### config.mk
export PLATFORM = sky130hd
export DESIGN_NAME = spi_cmd_decoder_flat
export DESIGN_NICKNAME = d
export VERILOG_FILES = /design/src/rtl/spi_cmd_decoder_if.sv /design/src/rtl/spi_cmd_decoder.sv /design/src/flat_wrapper.sv
export SDC_FILE = /design/constraint.sdc
export NUM_CORES = 1
export LEC_CHECK = 0
export CAP_MARGIN = 30
export CORE_UTILIZATION = 45
export CTS_BUF_LIST = sky130_fd_sc_hd__clkbuf_2
export DETAILED_ROUTE_END_ITERATION = 16
export PLACE_DENSITY = 0.9
export SYNTH_ARGS = -nofsm -noshare
export SYNTH_HDL_FRONTEND = slang
export SYNTH_SLANG_ARGS = --single-unit
### constraint.sdc
create_clock -name clk -period 2.29 [get_ports clk]
set_input_delay 0.687 -clock clk [delete_from_list [all_inputs] [get_ports clk]]
set_output_delay 0.687 -clock clk [all_outputs]
set_load 0.05 [all_outputs]
### src/rtl/spi_cmd_decoder_if.sv
// Signal bundle between spi_cmd_decoder and its environment (SPI slave side and register bus).
// master: decoder view; slave: SPI slave / register bus / testbench view.
interface spi_cmd_decoder_if #(
  parameter int unsigned DWIDTH = 16,
  parameter int unsigned AWIDTH = 7
);
  logic [DWIDTH-1:0] rx_data;
  logic              rx_valid;
  logic [DWIDTH-1:0] tx_data;
  logic              bus_req;
  logic              bus_we;
  logic [AWIDTH-1:0] bus_addr;
  logic [7:0]        bus_wdata;
  logic              bus_ack;
  logic [7:0]        bus_rdata;
  logic              busy;
  logic              overflow;
  logic              err;

  modport master (
    input  rx_data, rx_valid, bus_ack, bus_rdata,
    output tx_data, bus_req, bus_we, bus_addr, bus_wdata, busy, overflow, err
  );

  modport slave (
    output rx_data, rx_valid, bus_ack, bus_rdata,
    input  tx_data, bus_req, bus_we, bus_addr, bus_wdata, busy, overflow, err
  );
endinterface

### src/rtl/spi_cmd_decoder.sv
// Decodes 16-bit SPI frames ({RW, addr[6:0], data[7:0]}) into req/ack register bus cycles
// and loads a response word for the next frame. Optional bus timeout: define BUS_TIMEOUT_EN.
module spi_cmd_decoder #(
  parameter int unsigned DWIDTH    = 16,
  parameter int unsigned AWIDTH    = 7,
  parameter int unsigned TO_CYCLES = 256
) (
  input  logic             clk,
  input  logic             rst,
  spi_cmd_decoder_if.master sif
);

  typedef enum logic {IDLE, ISSUE} state_t;

  localparam logic [AWIDTH-1:0] STATUS_ADDR = '1;

  state_t            state_q, state_d;
  logic [DWIDTH-1:0] tx_q, tx_d;
  logic              we_q, we_d;
  logic [AWIDTH-1:0] addr_q, addr_d;
  logic [7:0]        wdata_q, wdata_d;
  logic              ovf_q, ovf_d;

  logic              rx_rw;
  logic [AWIDTH-1:0] rx_addr;
  logic [7:0]        rx_dat;

  assign rx_rw   = sif.rx_data[15];
  assign rx_addr = sif.rx_data[14:8];
  assign rx_dat  = sif.rx_data[7:0];

`ifdef BUS_TIMEOUT_EN
  localparam int unsigned CW = (TO_CYCLES > 1) ? $clog2(TO_CYCLES) : 1;
  localparam logic [CW-1:0] CNT_LAST = CW'(TO_CYCLES - 1);
  logic [CW-1:0] cnt_q, cnt_d;
  logic          err_q, err_d;
`endif

  always_ff @(posedge clk or posedge rst) begin
    if (rst) begin
      state_q <= IDLE;
      tx_q    <= '0;
      we_q    <= 1'b0;
      addr_q  <= '0;
      wdata_q <= '0;
      ovf_q   <= 1'b0;
`ifdef BUS_TIMEOUT_EN
      cnt_q   <= '0;
      err_q   <= 1'b0;
`endif
    end else begin
      state_q <= state_d;
      tx_q    <= tx_d;
      we_q    <= we_d;
      addr_q  <= addr_d;
      wdata_q <= wdata_d;
      ovf_q   <= ovf_d;
`ifdef BUS_TIMEOUT_EN
      cnt_q   <= cnt_d;
      err_q   <= err_d;
`endif
    end
  end

  always_comb begin
    state_d = state_q;
    tx_d    = tx_q;
    we_d    = we_q;
    addr_d  = addr_q;
    wdata_d = wdata_q;
    ovf_d   = ovf_q;
`ifdef BUS_TIMEOUT_EN
    cnt_d   = cnt_q;
    err_d   = err_q;
`endif
    unique case (state_q)
      IDLE: begin
        if (sif.rx_valid) begin
          if (rx_addr == STATUS_ADDR) begin
            if (rx_rw) begin
              tx_d = {1'b1, STATUS_ADDR, rx_dat};
              if (rx_dat[0]) begin
                ovf_d = 1'b0;
`ifdef BUS_TIMEOUT_EN
                err_d = 1'b0;
`endif
              end
            end else begin
`ifdef BUS_TIMEOUT_EN
              tx_d = {1'b0, STATUS_ADDR, 6'b0, ovf_q, err_q};
`else
              tx_d = {1'b0, STATUS_ADDR, 6'b0, ovf_q, 1'b0};
`endif
            end
          end else begin
            we_d    = rx_rw;
            addr_d  = rx_addr;
            wdata_d = rx_dat;
            state_d = ISSUE;
`ifdef BUS_TIMEOUT_EN
            cnt_d   = '0;
`endif
          end
        end
      end
      ISSUE: begin
        // Frames are only accepted in IDLE, including the cycle bus_ack arrives.
        if (sif.rx_valid) ovf_d = 1'b1;
        if (sif.bus_ack) begin
          state_d = IDLE;
          tx_d    = we_q ? {1'b1, addr_q, wdata_q} : {1'b0, addr_q, sif.bus_rdata};
        end
`ifdef BUS_TIMEOUT_EN
        else if (cnt_q == CNT_LAST) begin
          state_d = IDLE;
          err_d   = 1'b1;
          tx_d    = 16'hDEAD;
        end else begin
          cnt_d = cnt_q + 1'b1;
        end
`endif
      end
      default: state_d = IDLE;
    endcase
  end

  assign sif.tx_data   = tx_q;
  assign sif.bus_req   = (state_q == ISSUE);
  assign sif.busy      = (state_q != IDLE);
  assign sif.bus_we    = we_q;
  assign sif.bus_addr  = addr_q;
  assign sif.bus_wdata = wdata_q;
  assign sif.overflow  = ovf_q;
`ifdef BUS_TIMEOUT_EN
  assign sif.err       = err_q;
`else
  assign sif.err       = 1'b0;
`endif

endmodule

### src/flat_wrapper.sv
// flat-port wrapper written by rule: the top's interface ports become plain ports
module spi_cmd_decoder_flat 
#(
  parameter int unsigned DWIDTH    = 16,
  parameter int unsigned AWIDTH    = 7,
  parameter int unsigned TO_CYCLES = 256
)
  (clk, rst, sif_rx_data, sif_rx_valid, sif_bus_ack, sif_bus_rdata, sif_tx_data, sif_bus_req, sif_bus_we, sif_bus_addr, sif_bus_wdata, sif_busy, sif_overflow, sif_err);
  spi_cmd_decoder_if #(.DWIDTH(DWIDTH), .AWIDTH(AWIDTH)) sif_i ();
  input  logic clk;
  input  logic rst;
  input wire logic [$bits(sif_i.rx_data)-1:0] sif_rx_data;
  input wire logic [$bits(sif_i.rx_valid)-1:0] sif_rx_valid;
  input wire logic [$bits(sif_i.bus_ack)-1:0] sif_bus_ack;
  input wire logic [$bits(sif_i.bus_rdata)-1:0] sif_bus_rdata;
  output wire logic [$bits(sif_i.tx_data)-1:0] sif_tx_data;
  output wire logic [$bits(sif_i.bus_req)-1:0] sif_bus_req;
  output wire logic [$bits(sif_i.bus_we)-1:0] sif_bus_we;
  output wire logic [$bits(sif_i.bus_addr)-1:0] sif_bus_addr;
  output wire logic [$bits(sif_i.bus_wdata)-1:0] sif_bus_wdata;
  output wire logic [$bits(sif_i.busy)-1:0] sif_busy;
  output wire logic [$bits(sif_i.overflow)-1:0] sif_overflow;
  output wire logic [$bits(sif_i.err)-1:0] sif_err;
  assign sif_i.rx_data = sif_rx_data;
  assign sif_i.rx_valid = sif_rx_valid;
  assign sif_i.bus_ack = sif_bus_ack;
  assign sif_i.bus_rdata = sif_bus_rdata;
  assign sif_tx_data = sif_i.tx_data;
  assign sif_bus_req = sif_i.bus_req;
  assign sif_bus_we = sif_i.bus_we;
  assign sif_bus_addr = sif_i.bus_addr;
  assign sif_bus_wdata = sif_i.bus_wdata;
  assign sif_busy = sif_i.busy;
  assign sif_overflow = sif_i.overflow;
  assign sif_err = sif_i.err;
  spi_cmd_decoder #(.DWIDTH(DWIDTH), .AWIDTH(AWIDTH), .TO_CYCLES(TO_CYCLES)) u_core (.clk(clk), .rst(rst), .sif(sif_i));
endmodule
==> impl_metrics.toml <==
[status]
status = "finished, final reports clean"

[timing]
tns_ns = 0
period_share = 0.9796
skew_ns = 0.008271
rsz0062_at_grt = "no"
hold_violations = 0
slew_headroom = 0.6085
setup_violations = 0
maxSlewViolCount = 0
period_needed_ns = 2.243
fin_ws_ns = 0.04665
worst_pin_slew_ns = 0.5872
max_freq_mhz = 445.8

[critical_path]
path_class = "flop to primary output"
critical_path.cell_chain = "clkdlybuf4s50_1"
crit_arrival_ns = 1.56
crit_path_top_delay_cell = "clkdlybuf4s50_1"
worstPathRequired_ns = 1.60
critPathMaxStageDelay_ns = 0.81
endpoint_kind = "primary output"
path_buf_inv = 1
cp.depth = 1
ff2ff_path_depth = 3
cp_max_fo = 2
crit_path_start_kind = "flop"
cp_top_family = "buffers and inverters"

[flow_run]
max_cap_violations = 0

[die]
start_util = 0.4881
die_h_um = 60.48
core-area_um2 = 3153
fp-row-count = 20
dieArea_um2 = 3658
die_width_um = 60.48
io_pins = 64

[synthesis]
synth_edf_count = 0
synth_top_cell_area_share = 0.5528
yosysTopAreaCell = "dfrtp_1"
avgSynthCellArea_um2 = 13.15
netlist_area_um2 = 1539
ys_seq_elements = 34
ys_top_cells_by_area = "dfrtp_1 (55%), mux2_1 (6.6%), mux2_2 (5.9%)"
seq_area_frac_synth = 0.5528
synthArstFlopShare = 1.000
synth_cell_types = 26
ys.flop_type = "dfrtp_1"
postSynthCellCount = 117
ys_top_cells_by_count = "dfrtp_1 (34), nand2_1 (11), mux2_1 (9)"
synth_fp_nets = 145
ys_warn_count = 0
yosysMostFrequentCell = "dfrtp_1"

[route]
routed_wl_um = 3864
drt_iter0_drc = 32
antenna_left = 0
drc = 0
viasPerCell = 5.405
dr_total_vias = 1227
avgRoutedWirePerCell_um = 17.02
drt_pre_antenna_iters = 4

[cts]
h-tree-depth = 2
clockBufferDepth = 2
ctsHoldBuffers = 0
cts_sinks = 34
path_clk_slew_ns = 0.15
clk_latency_ns = 0.37
cts_made_buffers = 5
cts_tree = "built"
clockRootBuffer = "clkbuf_2"

[grt]
grt_use_total = 0.2264
antenna_found_initial = 0
grt_start_max_net_pins = 34
grt_first_pass_wirelength_um = 5961
gr-total-overflow = 0
grt_pass1_vias = 1339

[power]
p_leak_nw = 1.104
max-vdd-ir-drop_uv = 641.1
power_density_nw_per_um2 = 1057

[hold_path]
min_path_type = "input pin to asynchronous set/reset pin"

[layout]
nNetsFinal = 211
num_antenna_cells = 0
syn_to_final_growth_pct = 48.78
final_layout_size_suffix_gt1_frac = 0.1639

[placed_design]
place_congestion = 0.7514
port_buffers = 62
dp_slack_ns = 0.01881
dp_hpwl_um = 2728
## power breakdown
part | switching (mW) | internal [mW]
Clock | 0.190 | 0.0796
Combinational | 0.797 | 0.466
Sequential | 0.127 | 0.760
## path summary, 6_finish.rpt
kind / from / end / slack (ns)
min in group clk: u_core.sif.tx_data[13]$_DFFE_PP0P_ / u_core.sif.tx_data[13]$_DFFE_PP0P_ / 0.51
min reg2reg: u_core.sif.tx_data[13]$_DFFE_PP0P_ / u_core.sif.tx_data[13]$_DFFE_PP0P_ / 0.51
max reg2reg: u_core.sif.bus_req$_DFF_PP0_ / u_core.sif.tx_data[0]$_DFFE_PP0P_ / 0.74
min: rst / u_core.sif.tx_data[8]$_DFFE_PP0P_ / 0.46
max: u_core.sif.tx_data[12]$_DFFE_PP0P_ / sif_tx_data[12] / 0.05
max in group asynchronous: rst / u_core.sif.bus_addr[3]$_DFFE_PP0P_ / 1.24
## timing repair
action                                 4_1_cts  5_1_grt
gates resized for setup                      9       21
buffers inserted                             0        0
gates cloned                                 0        0
setup endpoints to repair                    9       21
endpoints found under the hold margin        0        0
## sequential cells by signal, indices dropped and copies added, names as in the netlist
register / flops
u_core.sif.bus_addr: 7
u_core.sif.bus_req: 1
u_core.sif.overflow: 1
u_core.sif.tx_data: 16
u_core.sif.bus_wdata: 8
u_core.sif.bus_we: 1
## layout by cell type (no fill, tap or decap), drive strengths merged, types with 6 or more instances in the layout
| cell | synthesis | routed |
|---|---|---|
| and2 | 8 | 8 |
| buf | 6 | 6 |
| clkbuf | 1 | 7 |
| clkdlybuf4s50 | 0 | 30 |
| dfrtp | 34 | 34 |
| dlygate4sd2 | 0 | 9 |
| dlymetal6s2s | 0 | 21 |
| mux2 | 17 | 17 |
| mux2i | 8 | 8 |
| nand2 | 11 | 11 |
| o221a | 8 | 8 |
| o22a | 7 | 7 |
## worst reg2reg max path: cells and delay by family, from the launching register on
| family | cells | cell delay, ns |
|---|---|---|
| flip-flops | 1 | 0.47 |
| AO/OA/AOI/OAI | 1 | 0.37 |
| AND/OR/NAND/NOR | 2 | 0.63 |
## per-layer routing
| layer | GRT usage | vias to the layer above | share of wire |
|---|---|---|---|
| met2 | 0.4066 | 56 | 0.51 |
| met4 | 0.1006 | 0 | 0.017 |
| li1 | - | 554 | - |
| met3 | 0.05970 | 7 | 0.065 |
| met5 | 0 | - | 0 |
| met1 | 0.2514 | 610 | 0.41 |
## kinds of logic after synthesis
family                 Yosys count  share of synthesized area
DFF                             34                     0.5528
and+or+nand+nor                 27                    0.09350
muxes                           25                     0.1764
AOI/OAI and AO/OA               20                     0.1341
buffers and inverters           10                    0.04064
other                            1                   0.002437
## cell type report
type / count / area, µm²
clock buffer: 7 / 35.03
inverter: 3 / 11.26
timing repair buffer: 66 / 711.9
tap: 44 / 55.05
fill: 238 / 863.3
sequential: 34 / 850.8
multi-input combinational: 73 / 625.6
## through the flow
stage / instances / hold slack (ns) / utilization / total power, mW / area [µm²]
floorplan: 117 / 0.7757 / - / 1.728 / 1539
detailed placement: 220 / 0.4781 / 0.7020 / 2.200 / 2213
finish: 227 / 0.4590 / 0.7262 / 2.420 / 2290
global placement: 220 / 0.4739 / 0.7020 / 2.170 / 2213
global route: 227 / 0.4374 / 0.7262 / 2.527 / 2290
CTS: 227 / 0.4352 / 0.7095 / 2.448 / 2237
No activity file was read; power rests on OpenSTA's default activity.
